## config.mk

```make
export PLATFORM = sky130hd
export DESIGN_NAME = elevator_motion_controller
export DESIGN_NICKNAME = d
export VERILOG_FILES = /design/src/rtl/elevator_pkg.sv /design/src/rtl/request_summary.sv /design/src/rtl/elevator_motion_controller.sv
export SDC_FILE = /design/constraint.sdc
export NUM_CORES = 1
export LEC_CHECK = 0
export BUFFER_PORTS_ARGS = -buffer_cell sky130_fd_sc_hd__buf_4
export CAP_MARGIN = 20
export CELL_PAD_IN_SITES_DETAIL_PLACEMENT = 1
export CELL_PAD_IN_SITES_GLOBAL_PLACEMENT = 2
export CORE_MARGIN = 2
export CORE_UTILIZATION = 29
export CTS_CLUSTER_SIZE = 8
export DETAILED_ROUTE_END_ITERATION = 7
export PLACE_DENSITY = 0.81
export SYNTH_ARGS = -nofsm -noshare
export SYNTH_HDL_FRONTEND = slang
export SYNTH_SLANG_ARGS = --single-unit
export TNS_END_PERCENT = 30
```

## constraint.sdc

```tcl
create_clock -name clk -period 3.3 [get_ports clk]
set_input_delay 0.33 -clock clk [delete_from_list [all_inputs] [get_ports clk]]
set_output_delay 0.33 -clock clk [all_outputs]
set_load 0.005 [all_outputs]
```

## src/rtl/elevator_pkg.sv

```systemverilog
// Shared constants and state encoding for the elevator motion controller.
// No ports: constants for door/motion levels, travel direction codes,
// FSM state type and the floor count.
package elevator_pkg;

    localparam int NUM_FLOORS = 7;

    localparam logic OPEN  = 1'b1;
    localparam logic CLOSE = 1'b0;
    localparam logic MOVE  = 1'b1;
    localparam logic HOLD  = 1'b0;
    localparam logic ON    = 1'b1;
    localparam logic OFF   = 1'b0;

    localparam logic [1:0] DIR_NONE = 2'b00;
    localparam logic [1:0] DIR_UP   = 2'b01;
    localparam logic [1:0] DIR_DOWN = 2'b10;

    typedef enum logic [1:0] {
        S_IDLE    = 2'd0,
        S_OPEN    = 2'd1,
        S_CLOSING = 2'd2,
        S_MOVING  = 2'd3
    } state_t;

endpackage

```

## src/rtl/request_summary.sv

```systemverilog
// Combinational summary of the latched requests relative to one floor.
// Ports:
//   floor_button  in  [13:0] hall calls, bit 2*(f-1)=UP at f, bit 2*(f-1)+1=DOWN at f
//   car_button    in  [7:1]  car floor-select buttons
//   sel_floor     in  [2:0]  floor being evaluated (1..7)
//   at_floor      out        any request at sel_floor
//   at_car        out        car button for sel_floor
//   at_up/at_down out        hall UP / DOWN call at sel_floor
//   above/below   out        any request strictly above / below sel_floor
module request_summary
    import elevator_pkg::*;
(
    input  logic [13:0]           floor_button,
    input  logic [NUM_FLOORS:1]   car_button,
    input  logic [2:0]            sel_floor,
    output logic                  at_floor,
    output logic                  at_car,
    output logic                  at_up,
    output logic                  at_down,
    output logic                  above,
    output logic                  below
);

    // DOWN at the bottom floor and UP at the top floor cannot exist.
    localparam logic [13:0] HALL_MASK = 14'b10_1111_1111_1101;

    logic [13:0]         hall;
    logic [NUM_FLOORS:1] up_call;
    logic [NUM_FLOORS:1] down_call;
    logic [NUM_FLOORS:1] req;

    assign hall = floor_button & HALL_MASK;

    for (genvar g = 1; g <= NUM_FLOORS; g++) begin : g_req
        assign up_call[g]   = hall[2*g-2];
        assign down_call[g] = hall[2*g-1];
    end

    assign req = car_button | up_call | down_call;

    always_comb begin
        at_floor = OFF;
        at_car   = OFF;
        at_up    = OFF;
        at_down  = OFF;
        above    = OFF;
        below    = OFF;
        for (int f = 1; f <= NUM_FLOORS; f++) begin
            if (f > int'(sel_floor)) above = above | req[f];
            if (f < int'(sel_floor)) below = below | req[f];
            if (f == int'(sel_floor)) begin
                at_floor = req[f];
                at_car   = car_button[f];
                at_up    = up_call[f];
                at_down  = down_call[f];
            end
        end
    end

endmodule

```

## src/rtl/elevator_motion_controller.sv

```systemverilog
// Collective-scheduling motion controller for a 7-floor car.
// Ports:
//   clk              in        clock, posedge
//   reset            in        synchronous, active-high
//   floorButton      in [13:0] latched hall calls
//   internalButton   in [9:1]  car buttons: 1..7 floor select, 8 door-open, 9 door-close
//   currentFloor     out [2:0] present floor 1..7
//   currentDirection out [1:0] 01 UP, 10 DOWN, 00 none
//   doorState        out       1 OPEN, 0 CLOSE
//   move             out       1 MOVE, 0 HOLD
//
// state     | meaning
// S_IDLE    | parked, door closed, waiting for any request
// S_OPEN    | door open, dwell counter running
// S_CLOSING | door closed one cycle so the latch settles before deciding
// S_MOVING  | travelling, counter times one floor
module elevator_motion_controller
    import elevator_pkg::*;
#(
    parameter int DOOR_CYCLES  = 8,
    parameter int FLOOR_CYCLES = 16
) (
    input  logic        clk,
    input  logic        reset,
    input  logic [13:0] floorButton,
    input  logic [9:1]  internalButton,
    output logic [2:0]  currentFloor,
    output logic [1:0]  currentDirection,
    output logic        doorState,
    output logic        move
);

    localparam int CNT_MAX = (DOOR_CYCLES > FLOOR_CYCLES) ? DOOR_CYCLES : FLOOR_CYCLES;
    localparam int CNT_W   = $clog2(CNT_MAX);
    localparam logic [CNT_W-1:0] DOOR_LAST  = CNT_W'(DOOR_CYCLES - 1);
    localparam logic [CNT_W-1:0] FLOOR_LAST = CNT_W'(FLOOR_CYCLES - 1);

    state_t           state, state_next;
    logic [CNT_W-1:0] counter, counter_next;
    logic [2:0]       floor_next, step_floor, eval_floor;
    logic [1:0]       dir_next;
    logic             door_next, move_next;
    logic             at_floor, at_car, at_up, at_down, above, below;
    logic             ahead, opposite;

    // Floor reached when the current travel leg expires, saturating at the ends.
    always_comb begin
        step_floor = currentFloor;
        if (currentDirection == DIR_UP && currentFloor != 3'(NUM_FLOORS))
            step_floor = currentFloor + 3'd1;
        else if (currentDirection == DIR_DOWN && currentFloor != 3'd1)
            step_floor = currentFloor - 3'd1;
    end

    // While moving, the only decision is the stop test at the arrival floor,
    // so one summary instance serves every state.
    assign eval_floor = (state == S_MOVING) ? step_floor : currentFloor;

    request_summary u_summary (
        .floor_button (floorButton),
        .car_button   (internalButton[NUM_FLOORS:1]),
        .sel_floor    (eval_floor),
        .at_floor     (at_floor),
        .at_car       (at_car),
        .at_up        (at_up),
        .at_down      (at_down),
        .above        (above),
        .below        (below)
    );

    assign ahead    = (currentDirection == DIR_UP) ? above : below;
    assign opposite = (currentDirection == DIR_UP) ? at_down : at_up;

    always_ff @(posedge clk) begin
        if (reset) begin
            state            <= S_IDLE;
            counter          <= '0;
            currentFloor     <= 3'd1;
            currentDirection <= DIR_NONE;
            doorState        <= CLOSE;
            move             <= HOLD;
        end else begin
            state            <= state_next;
            counter          <= counter_next;
            currentFloor     <= floor_next;
            currentDirection <= dir_next;
            doorState        <= door_next;
            move             <= move_next;
        end
    end

    always_comb begin
        state_next   = state;
        counter_next = '0;
        floor_next   = currentFloor;
        dir_next     = currentDirection;
        case (state)
            S_IDLE: begin
                if (internalButton[8] || at_floor) begin
                    state_next = S_OPEN;
                    if (at_up)        dir_next = DIR_UP;
                    else if (at_down) dir_next = DIR_DOWN;
                end else if (above) begin
                    state_next = S_MOVING;
                    dir_next   = DIR_UP;
                end else if (below) begin
                    state_next = S_MOVING;
                    dir_next   = DIR_DOWN;
                end else begin
                    dir_next = DIR_NONE;
                end
            end
            S_OPEN: begin
                if (internalButton[8])
                    counter_next = '0;
                else if (internalButton[9] || counter == DOOR_LAST)
                    state_next = S_CLOSING;
                else
                    counter_next = counter + 1'b1;
            end
            S_CLOSING: begin
                if (currentDirection == DIR_UP && above) begin
                    state_next = S_MOVING;
                end else if (currentDirection == DIR_DOWN && below) begin
                    state_next = S_MOVING;
                end else if (currentDirection == DIR_UP && at_down) begin
                    state_next = S_OPEN;
                    dir_next   = DIR_DOWN;
                end else if (currentDirection == DIR_DOWN && at_up) begin
                    state_next = S_OPEN;
                    dir_next   = DIR_UP;
                end else if (above) begin
                    state_next = S_MOVING;
                    dir_next   = DIR_UP;
                end else if (below) begin
                    state_next = S_MOVING;
                    dir_next   = DIR_DOWN;
                end else begin
                    state_next = S_IDLE;
                    dir_next   = DIR_NONE;
                end
            end
            S_MOVING: begin
                if (counter != FLOOR_LAST) begin
                    counter_next = counter + 1'b1;
                end else begin
                    floor_next = step_floor;
                    if (at_car || (currentDirection == DIR_UP && at_up)
                               || (currentDirection == DIR_DOWN && at_down)) begin
                        state_next = S_OPEN;
                    end else if (!ahead) begin
                        if (opposite) begin
                            state_next = S_OPEN;
                            dir_next   = (currentDirection == DIR_UP) ? DIR_DOWN : DIR_UP;
                        end else begin
                            // Nothing here or ahead; IDLE picks up any request
                            // left behind on its next decision.
                            state_next = S_IDLE;
                            dir_next   = DIR_NONE;
                        end
                    end
                end
            end
            default: begin
                state_next = S_IDLE;
            end
        endcase
        door_next = (state_next == S_OPEN)   ? OPEN : CLOSE;
        move_next = (state_next == S_MOVING) ? MOVE : HOLD;
    end

endmodule

```

Word level (Yosys, flattened, before mapping):

Index checks and enable logic that the tools add are counted.

* register bits: 13
* latch bits: 0
* RAM bits: 0
* ROM bits: 0
* input port bits: 25
* output and inout port bits: 7
* word-level logic and storage cells: 158
* memories kept: 0

* add/sub/neg operators: 3
* $mul: 0
* div/mod/pow operators: 0
* magnitude comparators: 13
* eq/ne operators: 24
* shift operators: 0
* mux-type cells: 82
* bitwise operators: 14
* reduce and logical (&&, ||, !) cells: 16

Operator list (number)
* 2-bit two-way mux: 28
* 1-bit two-way mux: 45
* 3-bit equality test, first input constant: 4
* 3-bit greater-than comparator, first input constant: 4
* 4-bit two-way mux: 3
* 1-bit OR: 11
* 2-bit != test, second input constant: 5
* 3-bit less-than comparator, first input constant: 3
* 3-bit two-way mux: 3
* 2-bit equality test, second input constant: 4
* 1-bit logical AND: 8
* 4-bit != test, second input constant: 2
* 2-bit case mux with 4 select lines: 1
* 4-bit case mux with 2 select lines: 1
* 7-bit by 6-bit OR with 7-bit output: 1
* 7-bit OR: 1
* 7-bit AND reduction: 1
* 2-bit by 1-bit equality test with 1-bit output, second input constant: 3
* 2-bit by 3-bit equality test with 1-bit output, first input constant: 2
* 2-bit by 3-bit greater-than comparator with 1-bit output, first input constant: 2
* 2-bit by 3-bit less-than comparator with 1-bit output, first input constant: 2
* 2-bit case mux with 3 select lines: 1
* 4-bit by 1-bit adder with 4-bit output, second input constant: 1
* 4-bit by 3-bit equality test with 1-bit output, second input constant: 1
* 12 further kinds: 15

Depth between registers and ports, before layout:

* word-level depth: 27
* gate-level depth with buffers: 14
* depth with buffers taken out: 12

Hierarchy:

From an unflattened synthesis, not the netlist that was laid out.

* cell total of the unflattened synthesis: 188
* area, all modules: 1402.6 sq um

By module, submodules not included
* elevator_motion_controller: times used 1, cells an instance 132, area each 1032.2 sq um, sequential area each 260.2 sq um
* request_summary: times used 1, cells an instance 56, area each 370.4 sq um, sequential area each 0.0 sq um

Worst setup path after synthesis:

OpenSTA, ideal clock, no wires.

* path type: register to register
* from: reg currentFloor[0]
* to: reg doorState
* library setup time: 0.121 ns
* arrival time: 3.060 ns
* required time: 3.179 ns
* setup slack: 0.119 ns
* stages on the path, launching flop included: 14
* buffers on the path: 1
* period minus slack after synthesis: 3.181 ns
* cell sequence: dfxtp_1 clkbuf_1 inv_1 ha_1 and3b_4 a22oi_4 nor2_4 nor2_4 mux4_2 a211o_1 a221oi_4 o2111a_1 a211oi_2 nor2b_1

* cells in the longest elaborated chain, start to end: 27
* elaborated cells on any way between the ends: 107
* those cells by class: add/sub: 2; order compare: 13; eq/ne: 10; mux: 60; bitwise: 11; reduce/logical: 11

Ends and longest elaborated chain
* start: declaration: line elevator_motion_controller.sv:27 `output logic [2:0] currentFloor,`
* start signal: assignment: line elevator_motion_controller.sv:85 `currentFloor <= floor_next;`
* parallel branches: the longest is 4 deep, another holds 3-bit by 1-bit subtractor with 3-bit output
* 3-bit two-way mux *: line elevator_motion_controller.sv:57 `assign eval_floor = (state == S_MOVING) ? step_floor : currentFloor;`
* 1-bit by 3-bit greater-than comparator with 1-bit output: line request_summary.sv:49 `if (f > int'(sel_floor)) above = above | req[f];`
* 1-bit two-way mux: line request_summary.sv:49
* 1-bit OR: line request_summary.sv:49
* 1-bit two-way mux: line request_summary.sv:49
* 1-bit OR: line request_summary.sv:49
* 1-bit two-way mux: line request_summary.sv:49
* (+8 left out)
* 2-bit two-way mux: line elevator_motion_controller.sv:132 `end else if (above) begin`
* 2-bit two-way mux: line elevator_motion_controller.sv:129 `end else if (currentDirection == DIR_DOWN && at_up) begin`
* 2-bit two-way mux: line elevator_motion_controller.sv:126 `end else if (currentDirection == DIR_UP && at_down) begin`
* 2-bit two-way mux: line elevator_motion_controller.sv:124 `end else if (currentDirection == DIR_DOWN && below) begin`
* 2-bit two-way mux: line elevator_motion_controller.sv:122 `if (currentDirection == DIR_UP && above) begin`
* 2-bit case mux with 4 select lines *: line elevator_motion_controller.sv:97 `case (state)`
* 2-bit by 1-bit equality test with 1-bit output *: line elevator_motion_controller.sv:168 `door_next = (state_next == S_OPEN) ? OPEN : CLOSE;`
* 1-bit two-way mux *: line elevator_motion_controller.sv:168
* end signal: assignment: line elevator_motion_controller.sv:87 `doorState <= door_next;`
* end: declaration: line elevator_motion_controller.sv:29 `output logic doorState,`

Every way passes the cells marked *.
A chain may end at the register's enable or synchronous reset.

Final worst setup path:

Same ends and word-level chain as after synthesis.

==> run_results.csv <==
group,metric,value,unit
run_status,status,"finished, final reports clean",
power_and_ir_drop,p_per_area,328,nW/um^2
finish,fin_nets,311,
worst_setup_path,setup.worst_path.end,"doorState",
logic_synthesis,yosysTopAreaCellShare,0.154,
routing,via_per_inst,5.74,
worst_setup_path,rr_endpoint,"doorState",
die,row_count,27,
finish,areaGrowthSynthToFinish,38.8,%
logic_synthesis,yosysWarnings,0,
sta,slew_viol_final,0,
clock_tree,clkLatencyLatePin,0.25,ns
clock_tree,root_buffer,"clkbuf_8",
logic_synthesis,synth_area,1690,um^2
logic_synthesis,synth_seq_area_share,0.154,
sta,fmax,320,MHz
worst_setup_path,rrSetupSlack,0.17,ns
power_and_ir_drop,vdd_drop_max,216,uV
finish,register_area,263,um^2
sta,fin_worst_skew,0.00489,ns
power_and_ir_drop,clkPwrFrac,0.195,
worst_setup_path,crit_arrival,3.32,ns
sta,setup_viol,0,
grt,grt_pass1_vias,1970,
power_and_ir_drop,power.total,0.000769,W
die,start_util,0.303,
sta,min_period,3.13,ns
worst_setup_path,crit_required,3.49,ns
power_and_ir_drop,p_comb_frac,0.548,
worst_setup_path,crit_type,"flop to flop",
min_path,hold_depth,2,
routing,route.antenna.remaining_nets,0,
routing,routed_wl,6290,um
grt,grt_overflow,0,
routing,dr_total_vias,2019,
worst_setup_path,cp-end-kind,"flop",
worst_setup_path,cp-startpoint,"currentFloor[0]",
logic_synthesis,synthFlopType,"dfxtp_1",
die,coreArea,5570,um^2
worst_setup_path,r2r_start,"currentFloor[0]",
placement,place_congestion,0.897,
routing,drc,0,
sta,layout_worst_path_cycle_share,0.948,
grt,grt_pass1_wl,10000,um
power_and_ir_drop,switching_share,0.411,
placement,placed_area,2130,um^2
die,die_x,80.3,um
clock_tree,clkSinkCount,13,
clock_tree,clockBufferDepth,2,
grt,grt_max_degree,13,
die,die_h,80.3,um
sta,tightest_slew,0.681,ns
power_and_ir_drop,p_seq_frac,0.257,
logic_synthesis,ys_ff_latch,13,
logic_synthesis,synthArstFlopShare,0,
worst_setup_path,cp-start-kind,"flop",
placement,io_buffers,29,
placement,dpl.hpwl,4810,um
die,ios,32,
finish,multiInputGateArea,1450,um^2
worst_setup_path,r2r_cells,12,
clock_tree,htreeDepth,1,
logic_synthesis,synth-edff-count,0,
power_and_ir_drop,internal_power,0.000453,W
die,fp.dieArea,6440,um^2
power_and_ir_drop,p_sw,0.000316,W
flow_run,maxCapViolCount,0,
clock_tree,cts_tree,"built",
clock_tree,path_clk_slew,0.06,ns
logic_synthesis,yosysTopAreaCell,"dfxtp_1",
finish,antenna_cells,0,
worst_setup_path,critical_path.max_fanout,7,
finish,fillCellCount,701,
logic_synthesis,yosys.cell_types.count,74,
clock_tree,numCtsBuffers,3,
finish,design_area,2340,um^2
logic_synthesis,synth_area_leaders,"dfxtp_1 (15%), nor2_1 (5.6%), nand2_1 (4.5%)",
logic_synthesis,syn_avg_cell_area,7.56,um^2
logic_synthesis,syn-instance-count,223,
min_path,hp-class,"input port to flop",
sta,hold_viol,0,
grt,antenna_found_initial,0,
routing,drt-wirelength-per-cell,17.9,um
logic_synthesis,syn-num-nets,253,
power_and_ir_drop,power_leakage,0.965,nW
grt,track_usage,0.197,
routing,drt-pass1-iter-count,4,
routing,dr.first_iter.drc_count,103,
finish,drive_gt1_frac,0.389,
sta,max_slew_margin,0.544,
final cells by class:
cell class | count | share of cell area
Timing Repair Buffer | 61 | 0.199
Multi-Input combinational cell | 195 | 0.620
Sequential cell | 13 | 0.112
Inverter | 7 | 0.0112
Tap cell | 72 | 0.0385
Clock buffer | 4 | 0.0192
timing repair:
item / in CTS / in global routing
pin swaps: 0 / 13
hold buffers: 0 / 0
endpoints found under the setup margin: 5 / 6
setup buffers: 0 / 6
gates resized for setup: 2 / 26
critical path: stages (launching register included):
cell and delay, ns:
dfxtp_2 0.36, buf_4 0.12, inv_1 0.04, ha_1 0.38
nor4_2 0.32, and4bb_1 0.29, buf_4 0.17, a21o_1 0.19
a31oi_4 0.33, a221oi_4 0.15, o2111a_1 0.29, a211oi_2 0.26
nor2b_2 0.17
power by group through the flow:
| stage | Clock, W | Combinational, W | Sequential [W] |
|---|---|---|---|
| 6_report | 0.000150 | 0.000421 | 0.000198 |
| 5_1_grt | 0.000162 | 0.000456 | 0.000201 |
| 4_1_cts | 0.000157 | 0.000376 | 0.000196 |
| 3_5_place_dp | 0 | 0.000371 | 0.000200 |
| 3_3_place_gp | 0 | 0.000368 | 0.000198 |
| 2_1_floorplan | 0 | 0.000238 | 0.000193 |
per-stage QoR:
| step | util | setup slack [ns] | hold WS [ns] | setup TNS, ns | cells |
|---|---|---|---|---|---|
| 3_5_place_dp | 0.383 | -0.0916 | 0.455 | -0.139 | 342 |
| 2_1_floorplan | - | 0.119 | 0.418 | 0 | 223 |
| 3_3_place_gp | 0.383 | 0.0287 | 0.435 | 0 | 342 |
| 5_1_grt | 0.420 | -0.0456 | 0.342 | -0.0832 | 352 |
| 4_1_cts | 0.393 | 0.00522 | 0.313 | 0 | 346 |
| 6_report | 0.420 | 0.171 | 0.324 | 0 | 352 |
worst min-delay path by stage:
stage                     from             endpoint  slack (ns)
floorplan           counter[0]           counter[0]        0.42
global placement    counter[0]           counter[0]        0.44
detailed placement  counter[0]           counter[0]        0.45
CTS                      reset  currentDirection[0]        0.31
global route             reset  currentDirection[0]        0.34
finish                   reset  currentDirection[0]        0.32
state kept, by name (all words and copies together) (netlist names):
name / flops
currentFloor: 3
state: 2
move: 1
counter: 4
currentDirection: 2
doorState: 1
cells by family (layout without fill, tap and decap cells):
family          Yosys count  count (layout)  synth area share
compound gates           82              82             0.394
xor+xnor                  1               1           0.00519
simple gates            103             103             0.329
flops                    13              13             0.154
fa+ha+maj                 5               5            0.0371
buf+inv                  15              72            0.0482
mux                       4               4            0.0319
layout by cell type (no fill, tap or decap), types with 4 or more instances in the layout:
cell	count
nor3_1	7
a21oi_2	5
nand2_1	20
o21ai_0	10
or3_1	5
inv_1	7
dfxtp_1	11
a21oi_1	10
buf_4	59
nand2b_1	6
nor2_1	25
o221ai_1	4
nand3_1	13
metal layers:
layer  track usage  wire length (um)  vias up
met3        0.0281               256       11
met5             0                 0        -
met4        0.0593                91        0
met1         0.279              2980      972
li1              -                 -      987
met2         0.308              2960       49
cells in the mapped netlist (2+ instances only):
| cell | n |
|---|---|
| a211o_1 | 3 |
| a21o_1 | 2 |
| a21oi_1 | 12 |
| a21oi_2 | 3 |
| a221oi_1 | 2 |
| a22o_1 | 3 |
| a22oi_1 | 3 |
| a31oi_1 | 3 |
| a41o_1 | 2 |
| a41oi_1 | 2 |
| and3_1 | 3 |
| buf_4 | 2 |
| buf_6 | 2 |
| clkbuf_1 | 2 |
| dfxtp_1 | 13 |
| ha_1 | 5 |
| inv_1 | 7 |
| mux2i_1 | 2 |
| nand2_1 | 20 |
| nand2_2 | 2 |
| nand2b_1 | 6 |
| nand3_1 | 13 |
| nand4_1 | 2 |
| nor2_1 | 25 |
| nor2_4 | 2 |
| nor2b_1 | 2 |
| nor3_1 | 7 |
| nor4_1 | 2 |
| o211ai_1 | 2 |
| o21ai_0 | 11 |
| o21ai_1 | 4 |
| o221ai_1 | 4 |
| o22ai_1 | 3 |
| o32ai_1 | 2 |
| or2_1 | 2 |
| or3_1 | 5 |
Power figures use the tool's default switching activity.
